## src/rtl/rbcp_reg_pkg.sv

```systemverilog
// RBCP register responder shared definitions.
// Address map offsets, FSM states and a status byte selector.
package rbcp_reg_pkg;

    localparam logic [3:0] OFS_CTRL0 = 4'h0;
    localparam logic [3:0] OFS_STAT0 = 4'h8;
    localparam logic [3:0] OFS_PULSE = 4'hC;
    localparam logic [3:0] OFS_LAST  = 4'hF;

    typedef enum logic [1:0] {
        ST_IDLE,
        ST_EXEC,
        ST_ACK
    } state_t;

    // Byte i of a 32-bit word, byte 0 being the most significant.
    function automatic logic [7:0] word_byte(logic [31:0] w, logic [1:0] i);
        unique case (i)
            2'd0: word_byte = w[31:24];
            2'd1: word_byte = w[23:16];
            2'd2: word_byte = w[15:8];
            default: word_byte = w[7:0];
        endcase
    endfunction

endpackage

```

## src/rtl/rbcp_reg_responder.sv

```systemverilog
// RBCP register responder: 8 control bytes, 4 status bytes, pulse register.
// Flat IDLE/EXEC/ACK FSM with every output registered.
module rbcp_reg_responder
    import rbcp_reg_pkg::*;
#(
    parameter logic [31:0] BASE_ADDR  = 32'h0000_0000,
    parameter logic [63:0] RW_DEFAULT = 64'h0
) (
    input  logic        XGMII_CLOCK,
    input  logic        RSTs,
    input  logic        RBCP_ACT,
    input  logic [31:0] RBCP_ADDR,
    input  logic        RBCP_WE,
    input  logic [7:0]  RBCP_WD,
    input  logic        RBCP_RE,
    output logic        RBCP_ACK,
    output logic [7:0]  RBCP_RD,
    input  logic [31:0] STATUS_IN,
    output logic [63:0] CTRL_OUT,
    output logic [7:0]  PULSE_OUT
);

    state_t      state_q;
    logic [3:0]  ofs_q;
    logic [7:0]  wd_q;
    logic        wr_q;
    logic [7:0]  ctrl_q [8];
    logic [31:0] shadow_q;
    logic        ack_q;
    logic [7:0]  rd_q;
    logic [7:0]  pulse_q;

    logic [31:0] ofs_d;
    logic        hit_d;
    logic [7:0]  rdsel_d;

    // Decode the incoming strobe and select read data for the latched offset.
    always_comb begin
        ofs_d = RBCP_ADDR - BASE_ADDR;
        hit_d = RBCP_ACT && (RBCP_WE || RBCP_RE)
                && (ofs_d <= {28'h0, OFS_LAST});
        rdsel_d = 8'h00;
        if (ofs_q < OFS_STAT0) begin
            rdsel_d = ctrl_q[ofs_q[2:0]];
        end else if (ofs_q == OFS_STAT0) begin
            // Same value the shadow captures this cycle.
            rdsel_d = STATUS_IN[31:24];
        end else if (ofs_q < OFS_PULSE) begin
            rdsel_d = word_byte(shadow_q, ofs_q[1:0]);
        end
    end

    // Access FSM; registers, ACK, read data and pulses all update here.
    always_ff @(posedge XGMII_CLOCK) begin
        if (RSTs) begin
            state_q  <= ST_IDLE;
            ofs_q    <= OFS_CTRL0;
            wd_q     <= 8'h00;
            wr_q     <= 1'b0;
            shadow_q <= 32'h0;
            ack_q    <= 1'b0;
            rd_q     <= 8'h00;
            pulse_q  <= 8'h00;
            for (int k = 0; k < 8; k++) begin
                ctrl_q[k] <= RW_DEFAULT[63-8*k -: 8];
            end
        end else begin
            ack_q   <= 1'b0;
            rd_q    <= 8'h00;
            pulse_q <= 8'h00;
            unique case (state_q)
                ST_IDLE: begin
                    if (hit_d) begin
                        ofs_q   <= ofs_d[3:0];
                        wd_q    <= RBCP_WD;
                        wr_q    <= RBCP_WE;
                        state_q <= ST_EXEC;
                    end
                end
                ST_EXEC: begin
                    if (!RBCP_ACT) begin
                        state_q <= ST_IDLE;
                    end else begin
                        state_q <= ST_ACK;
                        ack_q   <= 1'b1;
                        if (wr_q) begin
                            if (ofs_q < OFS_STAT0) begin
                                ctrl_q[ofs_q[2:0]] <= wd_q;
                            end else if (ofs_q == OFS_PULSE) begin
                                pulse_q <= wd_q;
                            end
                        end else begin
                            rd_q <= rdsel_d;
                            if (ofs_q == OFS_STAT0) begin
                                shadow_q <= STATUS_IN;
                            end
                        end
                    end
                end
                default: state_q <= ST_IDLE;
            endcase
        end
    end

    // Pack the control bytes big-endian onto the output.
    always_comb begin
        CTRL_OUT = 64'h0;
        for (int k = 0; k < 8; k++) begin
            CTRL_OUT[63-8*k -: 8] = ctrl_q[k];
        end
    end

    assign RBCP_ACK  = ack_q;
    assign RBCP_RD   = rd_q;
    assign PULSE_OUT = pulse_q;

endmodule

```

## config.mk

```make
export PLATFORM = sky130hd
export DESIGN_NAME = rbcp_reg_responder
export DESIGN_NICKNAME = d
export VERILOG_FILES = /design/src/rtl/rbcp_reg_pkg.sv /design/src/rtl/rbcp_reg_responder.sv
export SDC_FILE = /design/constraint.sdc
export NUM_CORES = 1
export LEC_CHECK = 0
export CORE_MARGIN = 10
export CORE_UTILIZATION = 45
export DETAILED_ROUTE_END_ITERATION = 12
export PLACE_DENSITY = 0.77
export SETUP_SLACK_MARGIN = 0.3
export SLEW_MARGIN = 20
export SYNTH_ARGS = -nofsm -noshare
export SYNTH_HDL_FRONTEND = slang
export SYNTH_SLANG_ARGS = --single-unit
```

## constraint.sdc

```tcl
create_clock -name XGMII_CLOCK -period 2.01 [get_ports XGMII_CLOCK]
set_input_delay 0.402 -clock XGMII_CLOCK [delete_from_list [all_inputs] [get_ports XGMII_CLOCK]]
set_output_delay 0.402 -clock XGMII_CLOCK [all_outputs]
set_load 0.02 [all_outputs]
```

==> summary.txt, run 1 <==
Placed design
  • Placed instance area: 0.00724 mm²
  • DP HPWL: 11.5 mm
  • GP Congestion: 0.852
  • # port buffers: 157

Timing
  • Setup TNS: 0 ps
  • Max Slew Vio Count: 0
  • Final Hold Vio Count: 0
  • Final min period: 1740 ps
  • Final worst-path cycle share: 0.866
  • Worst slew pin tran: 936 ps
  • Setup-failing EPs final: 0
  • RSZ-0062 raised after global routing: true
  • Skew final: 12.2 ps
  • Achievable frequency: 574 MHz
  • Slew headroom: 0.375

Power and ir drop
  • PnR Total Power: about 6300 µW
  • Worst vdd ir: 0.000499 V
  • PD cells: 788 mW/mm²
  • Pleak: just over 0.003 µW

Worst setup path
  • CP Data Arrival Time: 2010 ps
  • CP Launch Type: register
  • Crit end category: register
  • CP Class: reg -> reg
  • Worst endpoint required time: about 2300 ps
  • Crit-path max FO: 5

Layout
  • # diodes: 0
  • Nets: 693
  • Area of the multi-input gates: between 0.002 and 0.0025 mm²
  • Fill cells: 824
  • Register area: 0.00311 mm²
  • Cell area after layout: 0.00796 mm²
  • Most frequent cells in the layout: 82 x dlygate4sd2_1, 74 x clkdlybuf4s50_1, 72 x and2_1
  • Synth-to-Final Area Change: 47.4%
  • Layout cells sized above 1: 0.200
  • Most common cell after layout, fill and taps aside: dlygate4sd2_1
  • Final Util: 0.689

Die
  • FP Rows: 39
  • Num ports: 158
  • Die area: around 0.017 mm²
  • Core footprint: 0.0116 mm²
  • DIE WIDTH: 130 µm
  • Die height: 130 µm
  • Starting Density: 0.467

CTS
  • Worst-Skew Late Latency: 410 ps
  • Clock slew at reported path FFs: 60 ps
  • Clock sink total: around 120
  • CTS tree: built
  • CTS Buf Count: 17
  • Clock Tree Buf Depth: 2
  • H-tree depth: 4
  • Clock root buffer master: clkbuf_16

Logic synthesis
  • Area leader, netlist: edfxtp_1
  • Synthesized cell area: 0.00540 mm²
  • Synth cell types: 36
  • Cells after synthesis: roughly 430
  • EDFF count, synth: 64
  • Ys async rst share: 0
  • Syn_nets: 511
  • Dominant cells by area after synthesis: edfxtp_1 36%, dfxtp_1 22%, mux4_2 10%, and2_1 8.3%, nand2b_1 3.9%
  • Avg Cell Area, Syn: about 12 µm²
  • YS warnings: 0
  • Top FF cell, synth: edfxtp_1
  • Flops & latches, synth: 123
  • Register area share after synthesis: 0.574
  • Top-area cell type share of the netlist area: 0.356

Global route
  • First-pass GRT wire length: 23.9 mm
  • GRT overflow: 0
  • Largest net degree at the start of global routing: 61
  • All-Layer GR Usage: 0.186
  • Vias in the first global route: between 4000 and 5000
  • Initial antenna violation count: 0

Drt
  • WL/cell: ~20 µm
  • Vias per Instance: 5.25
  • Initial DRC count: 263
  • Vias: 4054
  • DR pass1 iterations: 4
  • Drt drc: 0
  • Total Routed Length: 15.5 mm
  • Count of antenna-violating nets left after detailed routing: 0

Run status
  • Run status: completed

Hold path
  • Worst min-delay path category: in -> reg

Job
  • Max cap viols: 0
==> metal layers <==
metal  wire, µm  global-route usage  share of wire  vias up
met5          0                   0              0        -
met4        245              0.0681          0.016        0
met3       1310              0.0697          0.085       18
met2       7770               0.309           0.50      172
met1       6150               0.215           0.40     1959
li1           -                   -              -     1905
==> registers in the layout (all words and copies together), names as in the netlist, named ones only <==
name / cells
ofs_q: 4
shadow_q: 24
ctrl_q: 64
RBCP_RD: 8
RBCP_ACK: 1
wd_q: 8
wr_q: 1
state_q: 2
PULSE_OUT: 8
==> through the flow <==
| step | worst slack [ps] | std cells | hold WS [ps] |
|---|---|---|---|
| after detailed placement | -174 | 730 | 440 |
| after floorplan | 284 | 434 | 414 |
| after global placement | -173 | 730 | 433 |
| after global routing | 238 | 772 | 379 |
| after CTS | 247 | 769 | 375 |
| final | 268 | 772 | 398 |
==> power by group <==
part,switching [µW],leakage (µW),internal (µW)
logic,217,0.00164,259
clock network,1030,0.000303,2020
registers,47.6,0.00109,2700
total,1290,0.00303,4980
==> worst paths after layout <==
kind / slack (ps) / cells after the start / end / from
worst max register to register: 270 / 6 / RBCP_RD[6] / register
worst max-delay path: 270 / 6 / RBCP_RD[6] / register
worst min-delay path: 400 / 2 / state_q[1] / RSTs
worst min register to register: 450 / 2 / shadow_q[19] / shadow_q[19]
==> cell usage after synthesis, drive strengths merged (3+ instances only) <==
cell	count
nand3b	3
dfxtp	59
edfxtp	64
a211oi	12
mux4	24
nand2b	34
nor3	5
nor4	8
and2	72
buf	14
or2	8
nor2b	7
nand2	49
clkbuf	15
nor3b	3
mux2i	15
nor2	6
a21oi	24
==> worst max-delay path, stage by stage, from the launching register on <==
cell,delay [ps]
dfxtp_4,390
buf_12,130
buf_4,120
mux4_2,500
nor2b_4,150
a211oi_4,250
a211oi_2,70
==> cells by family after synthesis <==
kind of cell | Yosys count | share of synthesized area
flops | 123 | 0.574
simple gates | 204 | 0.226
compound gates | 39 | 0.0431
buf+inv | 29 | 0.0285
mux | 39 | 0.128
==> final cells by class <==
cell class / count / area share
clock inverters: 5 / 0.00644
clock buffers: 27 / 0.0699
flip-flops and latches: 123 / 0.391
well taps: 143 / 0.0225
multi-input cells: 282 / 0.287
repair buffers: 192 / 0.223
==> repair_timing <==
action / CTS / global route
hold endpoints to repair: 0 / 0
cloned: 1 / 0
endpoints found under the setup margin: 140 / 76
resized for setup: 101 / 13
hold buffers: 0 / 0
buffers inserted: 6 / 3
pin swaps: 9 / 9
(Power assumes the default switching activity.)
==> run 2, diff against run 1 <==
Settings changed: ABC_CLOCK_PERIOD_IN_PS from default to 2009.
==> results of run 2 <==
No change in the layout: final DEF, timing and power equal those of run 1.
==> run 3, diff against run 2 <==
Settings changed: CORE_UTILIZATION 45 to 36, CTS_CLUSTER_DIAMETER from default to 60, PLACE_DENSITY 0.77 to default.
==> run 3 against run 2 <==
  * Clock skew decreased by 7.0 ps
  * Clock power about the same
  * Power decreased by 0.53%
  * Critical path depth decreased by 1
  * Count of clock-buffer cells in the layout decreased by 4
  * Register-to-register slack improved by 50 ps
  * Flip-flop and latch count unchanged
  * Global-route usage decreased by 3.3 points
  * Setup slack improved by 50 ps
  * Sequential power about the same
  * Non-clock buffer count decreased by 6
  * Critical path type unchanged
==> summary.txt, run 3 (synthesis results as in run 1) <==
Global route
  • Vias in the first global route: 4283 (was 4407)
  • Gr busiest metal: met2 (unchanged)
  • GR Util met2: 0.267 (was 0.309)
  • Met3 global-route usage: 0.0454 (was 0.0697)
  • All-Layer GR Usage: 0.153 (was 0.186)
  • Met1 Use GR: 0.175 (was 0.215)
  • GRT overflow: 0 (unchanged)
  • First-pass GRT wire length: 23.8 mm (was 23.9 mm)
  • Initial antenna violation count: 0 (unchanged)
  • Largest net degree at the start of global routing: 61 (unchanged)

Die
  • Die area: 0.0203 mm² (was 0.0168 mm²)
  • Num ports: 158 (unchanged)
  • Starting Density: 0.369 (was 0.467)
  • DIE WIDTH: 143 µm (was 130 µm)
  • FP Rows: 44 (was 39)
  • Die height: 143 µm (was 130 µm)
  • Core footprint: 0.0146 mm² (was 0.0116 mm²)

Placed design
  • DP HPWL: 12.0 mm (was 11.5 mm)
  • GP Congestion: 0.809 (was 0.852)
  • Placed instance area: 0.00731 mm² (was 0.00724 mm²)
  • # port buffers: 157 (unchanged)

CTS
  • Clock sink total: 123 (unchanged)
  • Clock Tree Buf Depth: 2 (unchanged)
  • Hold-fix buffers, CTS: 0 (unchanged)
  • Clock slew at reported path FFs: 50 ps (was 60 ps)
  • H-tree depth: 4 (unchanged)
  • CTS Buf Count: 17 (unchanged)
  • CTS tree: built (unchanged)
  • Clock root buffer master: clkbuf_16 (unchanged)
  • Worst-Skew Late Latency: 410 ps (about the same)

Drt
  • Vias: 3971 (was 4054)
  • Total Routed Length: 15.7 mm (was 15.5 mm)
  • Count of antenna-violating nets left after detailed routing: 0 (unchanged)
  • Vias per Instance: 4.92 (was 5.25)
  • DR pass1 iterations: 5 (was 4)
  • Initial DRC count: 184 (was 263)
  • WL/cell: 19.4 µm (was 20.0 µm)
  • Drt drc: 0 (unchanged)

Power and ir drop
  • PnR Total Power: 6240 µW (was 6270 µW)
  • PD cells: 785 mW/mm² (was 788 mW/mm²)
  • Worst vdd ir: 0.000559 V (was 0.000499 V)
  • Pleak: 0.00297 µW (was 0.00303 µW)

Timing
  • Max Slew Vio Count: 0 (unchanged)
  • Setup-failing EPs final: 0 (unchanged)
  • Achievable frequency: 591 MHz (was 574 MHz)
  • Final worst-path cycle share: 0.841 (was 0.866)
  • Final min period: 1690 ps (was 1740 ps)
  • Worst slew pin tran: 699 ps (was 936 ps)
  • Final Hold Vio Count: 0 (unchanged)
  • RSZ-0062 raised after global routing: true (unchanged)
  • Setup TNS: 0 ps (unchanged)
  • Worst hold margin: 447 ps (was 398 ps)
  • Slew headroom: 0.534 (was 0.375)
  • Skew final: 5.17 ps (was 12.2 ps)

Worst setup path
  • Crit-path max FO: 7 (was 5)
  • Critical-path cell with the highest stage delay: mux4_2 (unchanged)
  • Delay-heaviest family, CP: multiplexers (unchanged)
  • CP Data Arrival Time: 1970 ps (was 2010 ps)
  • Crit end category: register (unchanged)
  • CP Launch Type: register (unchanged)
  • CP bufs+invs: 1 (was 2)
  • Max incr delay on CP: 480 ps (was 500 ps)
  • Cell Chain, Critical Path: buf_16 > mux4_2 > nor2b_2 > a211oi_2 > a211oi_1 (was buf_12 > buf_4 > mux4_2 > nor2b_4 > a211oi_4 > a211oi_2)
  • Worst endpoint required time: 2290 ps (was 2280 ps)
  • CP Class: reg -> reg (unchanged)

Run status
  • Run status: completed (unchanged)

Layout
  • Cell area after layout: 0.00795 mm² (was 0.00796 mm²)
  • Synth-to-Final Area Change: 47.2% (was 47.4%)
  • Most frequent cells in the layout: 82 x dlygate4sd2_1, 74 x clkdlybuf4s50_1, 72 x and2_1 (unchanged)
  • # diodes: 0 (unchanged)
  • Nets: 687 (was 693)
  • Most common cell after layout, fill and taps aside: dlygate4sd2_1 (unchanged)
  • Layout cells sized above 1: 0.193 (was 0.200)
  • Final Util: 0.543 (was 0.689)
  • Largest regs: ctrl_q x64, shadow_q x24 (unchanged)
  • Largest Register: ctrl_q (unchanged)
  • Number of flip-flops in the largest register: 64 (unchanged)

Hold path
  • Worst min-delay path category: reg -> reg (was in -> reg)
  • HP Start: shadow_q[10] (was RSTs)

Job
  • Max cap viols: 0 (unchanged)
run 3: cell types whose count changed in the layout (fill, tap and decap cells not counted), sizes merged:
cell	before	now
clkinvlp	0	4
bufinv	1	0
buf	36	30
inv	1	3
clkinv	3	2
clkbuf	27	23
run 3: worst paths after layout:
check	endpoint	slack [ps]	cells past startpoint
worst min-delay path	shadow_q[10]	450	2
worst min register to register	shadow_q[10]	450	2
worst max register to register	RBCP_RD[7]	320	5
worst max-delay path	RBCP_RD[7]	320	5
run 3: per-layer routing:
metal	part of all wire	wire length, µm	vias to the layer above
met2	0.51	7950	144
li1	-	-	1899
met4	0.014	224	0
met3	0.074	1160	17
met1	0.40	6330	1911
met5	0	0	-
run 3: repair_timing:
item | in CTS | in global routing
setup endpoints to repair | 118 | 72
buffers inserted | 2 | 0
resized for setup | 89 | 15
pin swaps | 8 | 10
cloned | 1 | 0
run 3: worst register-to-register path: stages (launching register included):
cell and delay [ps]:
dfxtp_4 390, buf_16 150, mux4_2 490, nor2b_2 160, a211oi_2 310, a211oi_1 70
run 3: report_power, final:
part           switching [µW]  total, µW  internal (µW)
logic                     215        469            255
clock network            1110       3020           1910
registers                44.6       2750           2700
total                    1370       6240           4870
run 3: layout make-up:
cell class	instances	area, µm²
Sequential cell	123	3110
Tap cell	184	230
Fill cell	1319	6690
Clock buffer	23	542
Clock inverter	9	71.3
Timing Repair Buffer	186	1750
Multi-Input combinational cell	282	2250
run 3: through the flow:
| step | setup WS (ps) | cells |
|---|---|---|
| floorplan | 284 | 434 |
| detailed placement | -157 | 772 |
| global placement | -129 | 772 |
| finish | 319 | 807 |
| global route | 272 | 807 |
| CTS | 252 | 807 |
